File: config.mk
export PLATFORM = sky130hd
export DESIGN_NAME = alu_bram_sequencer_flat
export DESIGN_NICKNAME = d
export VERILOG_FILES = /design/src/rtl/alu_bram_sequencer_pkg.sv /design/src/rtl/alu_bram_sequencer_if.sv /design/src/rtl/alu_bram_sequencer_tick_gen.sv /design/src/rtl/alu_bram_sequencer.sv /design/src/flat_wrapper.sv
export SDC_FILE = /design/constraint.sdc
export NUM_CORES = 1
export LEC_CHECK = 0
export BUFFER_PORTS_ARGS = -buffer_cell sky130_fd_sc_hd__buf_2
export CORE_ASPECT_RATIO = 0.5
export CORE_MARGIN = 1
export CORE_UTILIZATION = 41
export CTS_BUF_LIST = sky130_fd_sc_hd__clkbuf_8 sky130_fd_sc_hd__clkbuf_16
export DETAILED_ROUTE_END_ITERATION = 8
export GPL_TIMING_DRIVEN = 0
export PLACE_DENSITY_LB_ADDON = 0.3
export REMOVE_ABC_BUFFERS = 1
export SETUP_SLACK_MARGIN = 0.02
export SYNTH_ARGS = -nofsm -noshare
export SYNTH_HDL_FRONTEND = slang
export SYNTH_SLANG_ARGS = --single-unit
File: constraint.sdc
create_clock -name clock_100Mhz -period 5.15 [get_ports clock_100Mhz]
set_input_delay 0.515 -clock clock_100Mhz [delete_from_list [all_inputs] [get_ports clock_100Mhz]]
set_output_delay 0.515 -clock clock_100Mhz [all_outputs]
set_load 0.005 [all_outputs]
File: src/rtl/alu_bram_sequencer_pkg.sv
// Shared types and constants for the BRAM-fed ALU sequencer.
package alu_seq_pkg;

  localparam int unsigned RES_W        = 48;
  localparam int unsigned DISP_W       = 16;
  localparam int unsigned MEM_LAT_DEF  = 1;
  localparam int unsigned ALU_LAT_DEF  = 3;
  localparam int unsigned TICK_DIV_DEF = 100_000_000;

  typedef enum logic [2:0] {
    StIdle    = 3'd0,
    StIssue   = 3'd1,
    StWaitMem = 3'd2,
    StWaitAlu = 3'd3,
    StCapture = 3'd4,
    StHold    = 3'd5
  } seq_state_e;

endpackage

File: src/rtl/alu_bram_sequencer_if.sv
// Control, operand-memory/ALU and display signals of the sequencer.
interface alu_bram_sequencer_if #(
  parameter int unsigned ADDR_W = 4
) ();
  import alu_seq_pkg::*;

  logic              start;
  logic              stop;
  logic              continuous;
  logic              step_mode;
  logic              step;
  logic [1:0]        select_in;
  logic              carry_in;
  logic              mem_en;
  logic [ADDR_W-1:0] mem_addr;
  logic [1:0]        alu_select;
  logic              alu_carryin;
  logic [RES_W-1:0]  alu_p;
  logic [RES_W-1:0]  result;
  logic              result_valid;
  logic [DISP_W-1:0] disp_value;
  logic              disp_sat;
  logic              busy;
  logic              done;

  modport master (
    input  start, stop, continuous, step_mode, step, select_in, carry_in, alu_p,
    output mem_en, mem_addr, alu_select, alu_carryin, result, result_valid,
           disp_value, disp_sat, busy, done
  );

  modport slave (
    output start, stop, continuous, step_mode, step, select_in, carry_in, alu_p,
    input  mem_en, mem_addr, alu_select, alu_carryin, result, result_valid,
           disp_value, disp_sat, busy, done
  );

endinterface

File: src/rtl/alu_bram_sequencer_tick_gen.sv
// Display-step pacing counter: tick on the last count, restarts when cleared.
module tick_gen #(
  parameter int unsigned TICK_DIV = 100_000_000
) (
  input  logic clock_100Mhz,
  input  logic reset_n,
  input  logic clear,
  output logic tick
);

  localparam int unsigned CntW = $clog2(TICK_DIV);

  logic [CntW-1:0] cnt_q, cnt_d;

  assign tick = (cnt_q == CntW'(TICK_DIV - 1));

  always_comb begin
    cnt_d = cnt_q + CntW'(1);
    if (clear || tick) cnt_d = '0;
  end

  always_ff @(posedge clock_100Mhz or negedge reset_n) begin
    if (!reset_n) cnt_q <= '0;
    else          cnt_q <= cnt_d;
  end

endmodule

File: src/rtl/alu_bram_sequencer.sv
// Latency-aware sequencer: walks the operand address, waits out BRAM and ALU latency,
// captures P and paces steps for the display.
module alu_bram_sequencer
  import alu_seq_pkg::*;
#(
  parameter int unsigned ADDR_W    = 4,
  parameter int unsigned LAST_ADDR = 15,
  parameter int unsigned MEM_LAT   = MEM_LAT_DEF,
  parameter int unsigned ALU_LAT   = ALU_LAT_DEF,
  parameter int unsigned TICK_DIV  = TICK_DIV_DEF,
  parameter int unsigned DISP_MAX  = 9999
) (
  input logic                  clock_100Mhz,
  input logic                  reset_n,
  alu_bram_sequencer_if.master bus
);

  localparam int unsigned LatW = 8;

  seq_state_e        state_q, state_d;
  logic [LatW-1:0]   lat_q, lat_d;
  logic [ADDR_W-1:0] addr_q, addr_d;
  logic              stop_q, stop_d;
  logic              done_q, done_d;
  logic              rv_q;
  logic [1:0]        sel_q;
  logic              cin_q;
  logic [RES_W-1:0]  result_q;
  logic [DISP_W-1:0] disp_q;
  logic              sat_q;
  logic              tick;
  logic              advance;
  logic              over_max;

  tick_gen #(
    .TICK_DIV(TICK_DIV)
  ) u_tick_gen (
    .clock_100Mhz(clock_100Mhz),
    .reset_n     (reset_n),
    .clear       (state_q != StHold),
    .tick        (tick)
  );

  assign advance  = bus.step_mode ? bus.step : tick;
  assign over_max = (bus.alu_p > RES_W'(DISP_MAX));

  always_comb begin
    state_d = state_q;
    lat_d   = lat_q;
    addr_d  = addr_q;
    done_d  = 1'b0;
    stop_d  = stop_q | (bus.stop & (state_q != StIdle));
    unique case (state_q)
      StIdle: begin
        if (bus.start) begin
          addr_d  = '0;
          state_d = StIssue;
        end
      end
      StIssue: begin
        lat_d   = '0;
        state_d = StWaitMem;
      end
      StWaitMem: begin
        if (lat_q == LatW'(MEM_LAT - 1)) begin
          lat_d   = '0;
          state_d = StWaitAlu;
        end else begin
          lat_d = lat_q + LatW'(1);
        end
      end
      StWaitAlu: begin
        if (lat_q == LatW'(ALU_LAT - 1)) begin
          lat_d   = '0;
          state_d = StCapture;
        end else begin
          lat_d = lat_q + LatW'(1);
        end
      end
      StCapture: state_d = StHold;
      StHold: begin
        // A pending stop beats an advance in the same cycle.
        if (stop_d) begin
          state_d = StIdle;
          done_d  = 1'b1;
        end else if (advance) begin
          if (addr_q != ADDR_W'(LAST_ADDR)) begin
            addr_d  = addr_q + ADDR_W'(1);
            state_d = StIssue;
          end else if (bus.continuous) begin
            addr_d  = '0;
            state_d = StIssue;
          end else begin
            state_d = StIdle;
            done_d  = 1'b1;
          end
        end
      end
      default: state_d = StIdle;
    endcase
    if (state_d == StIdle) stop_d = 1'b0;
  end

  always_ff @(posedge clock_100Mhz or negedge reset_n) begin
    if (!reset_n) begin
      state_q  <= StIdle;
      lat_q    <= '0;
      addr_q   <= '0;
      stop_q   <= 1'b0;
      done_q   <= 1'b0;
      rv_q     <= 1'b0;
      sel_q    <= '0;
      cin_q    <= 1'b0;
      result_q <= '0;
      disp_q   <= '0;
      sat_q    <= 1'b0;
    end else begin
      state_q <= state_d;
      lat_q   <= lat_d;
      addr_q  <= addr_d;
      stop_q  <= stop_d;
      done_q  <= done_d;
      rv_q    <= (state_q == StCapture);
      // Op controls are frozen on entry to ISSUE so they are stable for the whole op.
      if (state_d == StIssue) begin
        sel_q <= bus.select_in;
        cin_q <= bus.carry_in;
      end
      if (state_q == StCapture) begin
        result_q <= bus.alu_p;
        disp_q   <= over_max ? DISP_W'(DISP_MAX) : bus.alu_p[DISP_W-1:0];
        sat_q    <= over_max;
      end
    end
  end

  assign bus.mem_en       = (state_q == StIssue) || (state_q == StWaitMem);
  assign bus.mem_addr     = addr_q;
  assign bus.alu_select   = sel_q;
  assign bus.alu_carryin  = cin_q;
  assign bus.result       = result_q;
  assign bus.result_valid = rv_q;
  assign bus.disp_value   = disp_q;
  assign bus.disp_sat     = sat_q;
  assign bus.busy         = (state_q != StIdle);
  assign bus.done         = done_q;

endmodule

File: src/flat_wrapper.sv
// flat-port wrapper written by rule: the top's interface ports become plain ports
module alu_bram_sequencer_flat import alu_seq_pkg::*;
#(
  parameter int unsigned ADDR_W    = 4,
  parameter int unsigned LAST_ADDR = 15,
  parameter int unsigned MEM_LAT   = MEM_LAT_DEF,
  parameter int unsigned ALU_LAT   = ALU_LAT_DEF,
  parameter int unsigned TICK_DIV  = TICK_DIV_DEF,
  parameter int unsigned DISP_MAX  = 9999
)
  (clock_100Mhz, reset_n, bus_start, bus_stop, bus_continuous, bus_step_mode, bus_step, bus_select_in, bus_carry_in, bus_alu_p, bus_mem_en, bus_mem_addr, bus_alu_select, bus_alu_carryin, bus_result, bus_result_valid, bus_disp_value, bus_disp_sat, bus_busy, bus_done);
  alu_bram_sequencer_if #(.ADDR_W(ADDR_W)) bus_i ();
  input logic clock_100Mhz;
  input logic reset_n;
  input wire logic [$bits(bus_i.start)-1:0] bus_start;
  input wire logic [$bits(bus_i.stop)-1:0] bus_stop;
  input wire logic [$bits(bus_i.continuous)-1:0] bus_continuous;
  input wire logic [$bits(bus_i.step_mode)-1:0] bus_step_mode;
  input wire logic [$bits(bus_i.step)-1:0] bus_step;
  input wire logic [$bits(bus_i.select_in)-1:0] bus_select_in;
  input wire logic [$bits(bus_i.carry_in)-1:0] bus_carry_in;
  input wire logic [$bits(bus_i.alu_p)-1:0] bus_alu_p;
  output wire logic [$bits(bus_i.mem_en)-1:0] bus_mem_en;
  output wire logic [$bits(bus_i.mem_addr)-1:0] bus_mem_addr;
  output wire logic [$bits(bus_i.alu_select)-1:0] bus_alu_select;
  output wire logic [$bits(bus_i.alu_carryin)-1:0] bus_alu_carryin;
  output wire logic [$bits(bus_i.result)-1:0] bus_result;
  output wire logic [$bits(bus_i.result_valid)-1:0] bus_result_valid;
  output wire logic [$bits(bus_i.disp_value)-1:0] bus_disp_value;
  output wire logic [$bits(bus_i.disp_sat)-1:0] bus_disp_sat;
  output wire logic [$bits(bus_i.busy)-1:0] bus_busy;
  output wire logic [$bits(bus_i.done)-1:0] bus_done;
  assign bus_i.start = bus_start;
  assign bus_i.stop = bus_stop;
  assign bus_i.continuous = bus_continuous;
  assign bus_i.step_mode = bus_step_mode;
  assign bus_i.step = bus_step;
  assign bus_i.select_in = bus_select_in;
  assign bus_i.carry_in = bus_carry_in;
  assign bus_i.alu_p = bus_alu_p;
  assign bus_mem_en = bus_i.mem_en;
  assign bus_mem_addr = bus_i.mem_addr;
  assign bus_alu_select = bus_i.alu_select;
  assign bus_alu_carryin = bus_i.alu_carryin;
  assign bus_result = bus_i.result;
  assign bus_result_valid = bus_i.result_valid;
  assign bus_disp_value = bus_i.disp_value;
  assign bus_disp_sat = bus_i.disp_sat;
  assign bus_busy = bus_i.busy;
  assign bus_done = bus_i.done;
  alu_bram_sequencer #(.ADDR_W(ADDR_W), .LAST_ADDR(LAST_ADDR), .MEM_LAT(MEM_LAT), .ALU_LAT(ALU_LAT), .TICK_DIV(TICK_DIV), .DISP_MAX(DISP_MAX)) u_core (.clock_100Mhz(clock_100Mhz), .reset_n(reset_n), .bus(bus_i));
endmodule
======== After elaboration in Yosys (flattened, before gate mapping) ========
Cells that the tools add are included.
cells by class
  muxes and demuxes ....................... 26
  reductions and logical operators ........ 9
  bitwise logic cells ..................... 2
  add/sub/neg operators ................... 3
  div/mod/pow operators ................... 0
  eq/ne operators ......................... 14
  multipliers ............................. 0
  shift operators ......................... 0
  magnitude comparators ................... 1
operator list
  cell                                                              number
  greater-than comparator 48 x 14 -> 1 bit (second input constant)  1
  adder 27 x 1 -> 27 bit (second input constant)                    1
  == test 27 bit (second input constant)                            1
  2-to-1 mux 27 bit                                                 1
  case mux 8 bit (3 select lines)                                   1
  2-to-1 mux 4 bit                                                  5
  2-to-1 mux 3 bit                                                  6
  case mux 3 bit (6 select lines)                                   1
  2-to-1 mux 16 bit                                                 1
  2-to-1 mux 8 bit                                                  2
  adder 8 x 1 -> 8 bit (second input constant)                      1
  == test 8 x 2 -> 1 bit (second input constant)                    1
  logical NOT 8 bit                                                 1
  2-to-1 mux 1 bit                                                  8
  case mux 4 bit (2 select lines)                                   1
  == test 3 x 1 -> 1 bit (second input constant)                    2
  == test 3 x 2 -> 1 bit (second input constant)                    2
  == test 3 bit (second input constant)                             2
  logical NOT 3 bit                                                 2
  nonzero test 3 bit                                                2
  AND reduction 5 bit                                               1
  adder 4 x 1 -> 4 bit (second input constant)                      1
  inequality test 2 bit (second input constant)                     2
  inequality test 4 bit (second input constant)                     1
  other kinds (7)                                                   8
storage, ports and cells
  bits in writable memories ............... 0
  bits in read-only memories .............. 0
  latch bits .............................. 0
  memories kept ........................... 0
  output and inout bits ................... 76
  bits in registers ....................... 113
  input bits .............................. 58

======== Longest topological paths before layout ========
  depth in word-level cells ............... 7
  mapped depth ............................ 9
  depth with buffers taken out ............ 7

======== By module ========
Synthesis repeated with hierarchy kept, for this count alone.
second synthesis, totals
  cells, all modules ...................... 545
  area, all modules ....................... 5124.9 µm²
modules (own cells, without submodules)
  module              instances  area each (µm²)  cells an instance
  alu_bram_sequencer  1          3707.3           394
  tick_gen            1          1417.6           151

======== Worst setup path before layout ========
Ideal clock, no wire load.
  path kind ............................... flip-flop to flip-flop
  start point ............................. register u_core.lat_q[0]
  end point ............................... register u_core.cin_q (netlist: u_core.bus.alu_carryin)
  path slack .............................. 3.220 ns
  cell stages (with the launch flop) ...... 8
  clock period less this slack ............ 1.930 ns
  required time ........................... 5.025 ns
  arrival ................................. 1.804 ns
  buffers on the path ..................... 1
  library setup time ...................... 0.125 ns
  cells stage by stage .................... dfrtp_1 inv_1 ha_1 a41o_1 a221oi_1 a211o_1 buf_6 mux2_4
between the ends
  longest elaborated chain between the ends .. 4
  elaborated cells between the ends (all ways) .. 6
  those cells by class .................... eq/ne (2); mux (3); reduce/logical (1)
RTL lines
  element                                                             line                                                RTL
  start, declared                                                     alu_bram_sequencer.sv:21                            logic [LatW-1:0] lat_q, lat_d;
  start signal, assigned                                              alu_bram_sequencer.sv:119                           lat_q <= lat_d;
  == test 8 x 2 -> 1 bit / logical NOT 8 bit (equally long branches)  alu_bram_sequencer.sv:73, alu_bram_sequencer.sv:65
  2-to-1 mux 3 bit, on equally long branches                          alu_bram_sequencer.sv:73, alu_bram_sequencer.sv:65
  case mux 3 bit (6 select lines) *                                   alu_bram_sequencer.sv:53                            unique case (state_q)
  == test 3 x 1 -> 1 bit *                                            alu_bram_sequencer.sv:125                           if (state_d == StIssue) begin
  end signal, assigned                                                alu_bram_sequencer.sv:127                           cin_q <= bus.carry_in;
  end, declared                                                       alu_bram_sequencer.sv:27                            logic cin_q;
Mark *: on every way between the ends. The rest lies on a longest branch, timed or not.
A chain may end at the register's enable or synchronous reset.

======== Worst setup path in the final report ========
  start point ............................. register u_core.state_q[0]
  end point ............................... register u_core.disp_q[8] (netlist: u_core.bus.disp_value[8])
between the ends
  longest elaborated chain between the ends .. 1
RTL lines
  element                 line                       RTL
  start, declared         alu_bram_sequencer.sv:20   seq_state_e state_q, state_d;
  start signal, assigned  alu_bram_sequencer.sv:106  state_q <= StIdle;
  start signal, assigned  alu_bram_sequencer.sv:118  state_q <= state_d;
  == test 3 bit           alu_bram_sequencer.sv:129  if (state_q == StCapture) begin
  end signal, assigned    alu_bram_sequencer.sv:131  disp_q <= over_max ? DISP_W'(DISP_MAX) : bus.alu_p[DISP_W-1:0];
  end, declared           alu_bram_sequencer.sv:29   logic [DISP_W-1:0] disp_q;
No other way between the ends.

==> flow_summary.rst <==
.. list-table::
   :header-rows: 1

   * - Metric
     - Value
   * - Run status
     - finished, final reports clean
   * - R2R Path End
     - u_core.bus.disp_value[8]
   * - Number of distinct library cells after synthesis
     - 53
   * - DR DRC count
     - 0
   * - Critical path's largest stage delay
     - around 0.72 ns
   * - Maximum clock insertion buffer count
     - 2
   * - Pin count of the biggest net entering global routing
     - 65
   * - Cell with the largest stage delay on the worst path
     - inv_2
   * - Routed wire per std cell
     - 13.9 um
   * - Fin crit period
     - approximately 3.5 ns
   * - Max Clk Rate
     - between 200 and 300 MHz
   * - Count of vias placed by the detailed router
     - 4038
   * - Mean area per synthesized cell
     - around 9.6 um2
   * - Total overflow reported by the global router
     - 0
   * - Antenna diodes
     - 0
   * - Ys Warns
     - 0
   * - Final hold violations
     - 0
   * - Worst-case setup slack after placement
     - ~1.6 ns
   * - Setup WS post-layout
     - between 1.5 and 2 ns
   * - Start point of the critical path
     - u_core.state_q[0]
   * - Max-capacitance violation count
     - 0
   * - Count of placed standard cells in the final layout, fillers left out
     - 826
   * - Area of all sequential standard cells
     - roughly 0.0028 mm2
   * - Vert. Die Dim
     - 80.1 um
   * - Setup repair after global routing missed its margin
     - false
   * - Largest vdd supply drop
     - between 200 and 250 uV
   * - Clock latency on the worst-skew pair
     - approximately 0.4 ns
   * - All-Layer GR Usage
     - 0.195
   * - Fraction of post-synthesis cell area in the top cell type by area
     - 0.565
   * - Number of detailed-routing iterations run before antenna repair
     - 4
   * - Length in cells of the worst reg-to-reg path
     - 8
   * - Clock skew
     - ~0.016 ns
   * - Share of post-route cells with drive strength above 1
     - 0.274
   * - Flop and latch count out of synthesis
     - roughly 110
   * - Multi-input logic area
     - approximately 0.002 mm2
   * - Effective utilization at floorplan
     - 0.422
   * - Number of antenna violations at the first check in global routing
     - 0
   * - Die span in x
     - ~160 um
   * - Type of the worst setup path
     - reg -> reg
   * - Detail Route Antenna Nets
     - 0
   * - Number of nets in the layout
     - 712
   * - Count of flip-flops with a built-in enable after synthesis
     - 0
   * - Nature of the critical path startpoint
     - flip-flop
   * - Top cell type by total area after synthesis
     - dfrtp_1
   * - Cell area power density
     - ~500 mW/mm2
   * - Number of setup buffers added after CTS
     - 0
   * - Top area cells in the synthesized netlist
     - dfrtp_1, nand2_1, nor2_1
   * - Most prevalent standard cell on the critical path
     - nor2_1
   * - Arrival time at the worst endpoint
     - about 3.8 ns
   * - Synthesized area
     - around 0.005 mm2
   * - Wirelength, routed
     - 11.5 mm
   * - Clock transition at the register clock pins on the worst setup and hold paths after CTS
     - 0.06 ns
   * - Most frequently used flop master after synthesis
     - dfrtp_1
   * - Worst endpoint required time
     - ~5.4 ns
   * - I/O pins
     - approximately 130
   * - Post-DP HPWL
     - between 7 and 8 mm
   * - Iteration-0 DRC count of the detailed router
     - roughly 260
   * - Cell count after synthesis
     - ~520
   * - Buffers on Ports
     - between 100 and 150
   * - Cell area after placement
     - just under 0.006 mm2
   * - Std cell rows
     - 28
   * - Post-cts repair resize count
     - 0
   * - CTS tree
     - yes
   * - Area added between synthesis and finish
     - 28.6%
   * - Cells after DPL
     - roughly 800
   * - Placeable core region
     - approximately 0.012 mm2
   * - Fill cell total of the finished layout
     - around 1100
   * - Fin area
     - 0.00643 mm2
   * - Setup slack of the worst register-to-register path
     - 1.67 ns
   * - Lkg Pwr
     - about 3.1 nW
   * - Final design utilization
     - 0.543
   * - Max-slew violation count
     - 0
   * - Drt via density
     - 4.89
   * - Worst-path maximum fanout
     - just under 60
   * - Number of levels the H-tree was split into
     - 4
   * - Gpl congestion
     - approximately 0.80
   * - Slew of the pin with the lowest slew margin
     - 1.02 ns
   * - Total power of the final layout
     - approximately 3.2 mW
   * - Path type of the worst min-delay path
     - in -> async
   * - Wire length of the first global-routing pass
     - 19.1 mm
   * - Relative slew slack
     - 0.312
   * - Clock Tree Root
     - clkbuf_16
   * - Worst hold slack after final layout
     - just under 0.05 ns
   * - Cell-by-cell trace of the critical path
     - nor2_1 -> nand2_2 -> buf_16 -> inv_2 -> nand4_1 -> nor2_1 -> nand3_1 -> o22a_1
   * - Reg2Reg Launch Point
     - u_core.state_q[0]
   * - CTS Hold Bufs
     - 0
   * - Async set or reset register ratio after synthesis
     - 1.00
   * - Count of endpoints failing setup in the final report
     - 0
   * - Period utilization
     - 0.677
   * - Clk sink count
     - around 110
   * - Share of synthesized area occupied by flip-flops and latches
     - 0.565
   * - Fin Setup TNS
     - 0 ns
   * - Area of the die
     - roughly 0.013 mm2
   * - CP endpoint
     - u_core.bus.disp_value[8]
   * - Vias in the first global route
     - between 3000 and 4000
   * - CP Capture Type
     - flip-flop
   * - CTS buffer count
     - 17
[worst max-delay path: cells and delay by family, from the launching register on]
kind,cells,cell delay (ns)
AOI/OAI and AO/OA,1,0.30
and+or+nand+nor,5,1.48
buffers and inverters,2,1.07
DFF,1,0.49
[worst min-delay path by stage]
stage | slack (ns) | from | cells past startpoint | endpoint
final | 0.05 | reset_n | 1 | u_core.u_tick_gen.cnt_q[21]
after global routing | 0.07 | reset_n | 1 | u_core.u_tick_gen.cnt_q[21]
after CTS | 0.07 | reset_n | 1 | u_core.u_tick_gen.cnt_q[6]
after detailed placement | 0.46 | u_core.bus.result[15] | 2 | u_core.bus.result[15]
after global placement | 0.45 | u_core.bus.result[38] | 2 | u_core.bus.result[38]
after floorplan | 0.22 | reset_n | 0 | u_core.bus.alu_carryin
[registers in the layout, indices dropped and copies added (netlist names)]
| name | count |
|---|---|
| u_core.bus.mem_addr | 4 |
| u_core.state_q | 3 |
| u_core.stop_q | 1 |
| u_core.u_tick_gen.cnt_q | 27 |
| u_core.bus.alu_select | 2 |
| u_core.bus.result_valid | 1 |
| u_core.bus.result | 48 |
| u_core.lat_q | 8 |
| u_core.bus.disp_sat | 1 |
| u_core.bus.done | 1 |
| u_core.bus.alu_carryin | 1 |
| u_core.bus.disp_value | 16 |
[cell usage after synthesis (2+ instances only)]
| cell type | n |
|---|---|
| nand2_1 | 160 |
| nor3_1 | 6 |
| nand2b_1 | 3 |
| o31ai_1 | 3 |
| mux2_4 | 3 |
| a21oi_1 | 5 |
| clkbuf_1 | 15 |
| xor2_1 | 11 |
| inv_1 | 13 |
| and4b_1 | 2 |
| o21ai_0 | 15 |
| a41o_1 | 2 |
| and2_1 | 5 |
| buf_2 | 5 |
| and3_1 | 8 |
| or2_2 | 2 |
| buf_1 | 2 |
| nand3_1 | 18 |
| nor4_1 | 10 |
| o21ai_1 | 2 |
| a22o_1 | 6 |
| ha_1 | 5 |
| o22a_1 | 8 |
| xnor2_1 | 17 |
| nand4_1 | 5 |
| dfrtp_1 | 113 |
| nor2b_1 | 2 |
| or3_1 | 2 |
| nor2_1 | 47 |
[report_power, final]
part | internal (mW) | switching, mW | total [mW]
Sequential | 1.13 | 0.165 | 1.30
Combinational | 0.364 | 0.374 | 0.738
Clock | 0.791 | 0.396 | 1.19
Total | 2.29 | 0.935 | 3.22
[cell type report]
cell class	instances	share of cell area
sequential	113	0.440
multi-input combinational	368	0.313
timing repair buffer	135	0.113
clock buffer	20	0.0725
tap	165	0.0321
clock inverter	11	0.0214
inverter	14	0.00817
[cell families after synthesis]
group,count (synthesis),share of synthesized area
and+or+nand+nor,281,0.258
DFF,113,0.565
AOI/OAI and AO/OA,50,0.0721
buffers and inverters,38,0.0320
xor gates and xnor gates,28,0.0490
adders and majority gates,5,0.0125
muxes,4,0.0110
[metal layers]
layer  part of all wire  up-vias  GRT usage
met5                  0        -          0
met1               0.46     1957      0.244
met2               0.49       82      0.326
met4              0.015        0     0.0731
met3              0.034       18     0.0502
li1                   -     1981          -
[cell usage in the layout (no fill, tap or decap), drive strengths merged, types with 7 or more instances in the layout]
cell,n
clkbuf,20
dfrtp,113
nor3,7
nor2,48
nand2,160
o21ai,17
nor4,11
nand3,18
o22a,8
xnor2,17
inv,15
xor2,11
and3,8
buf,135
No activity file was read; power rests on OpenSTA's default activity.
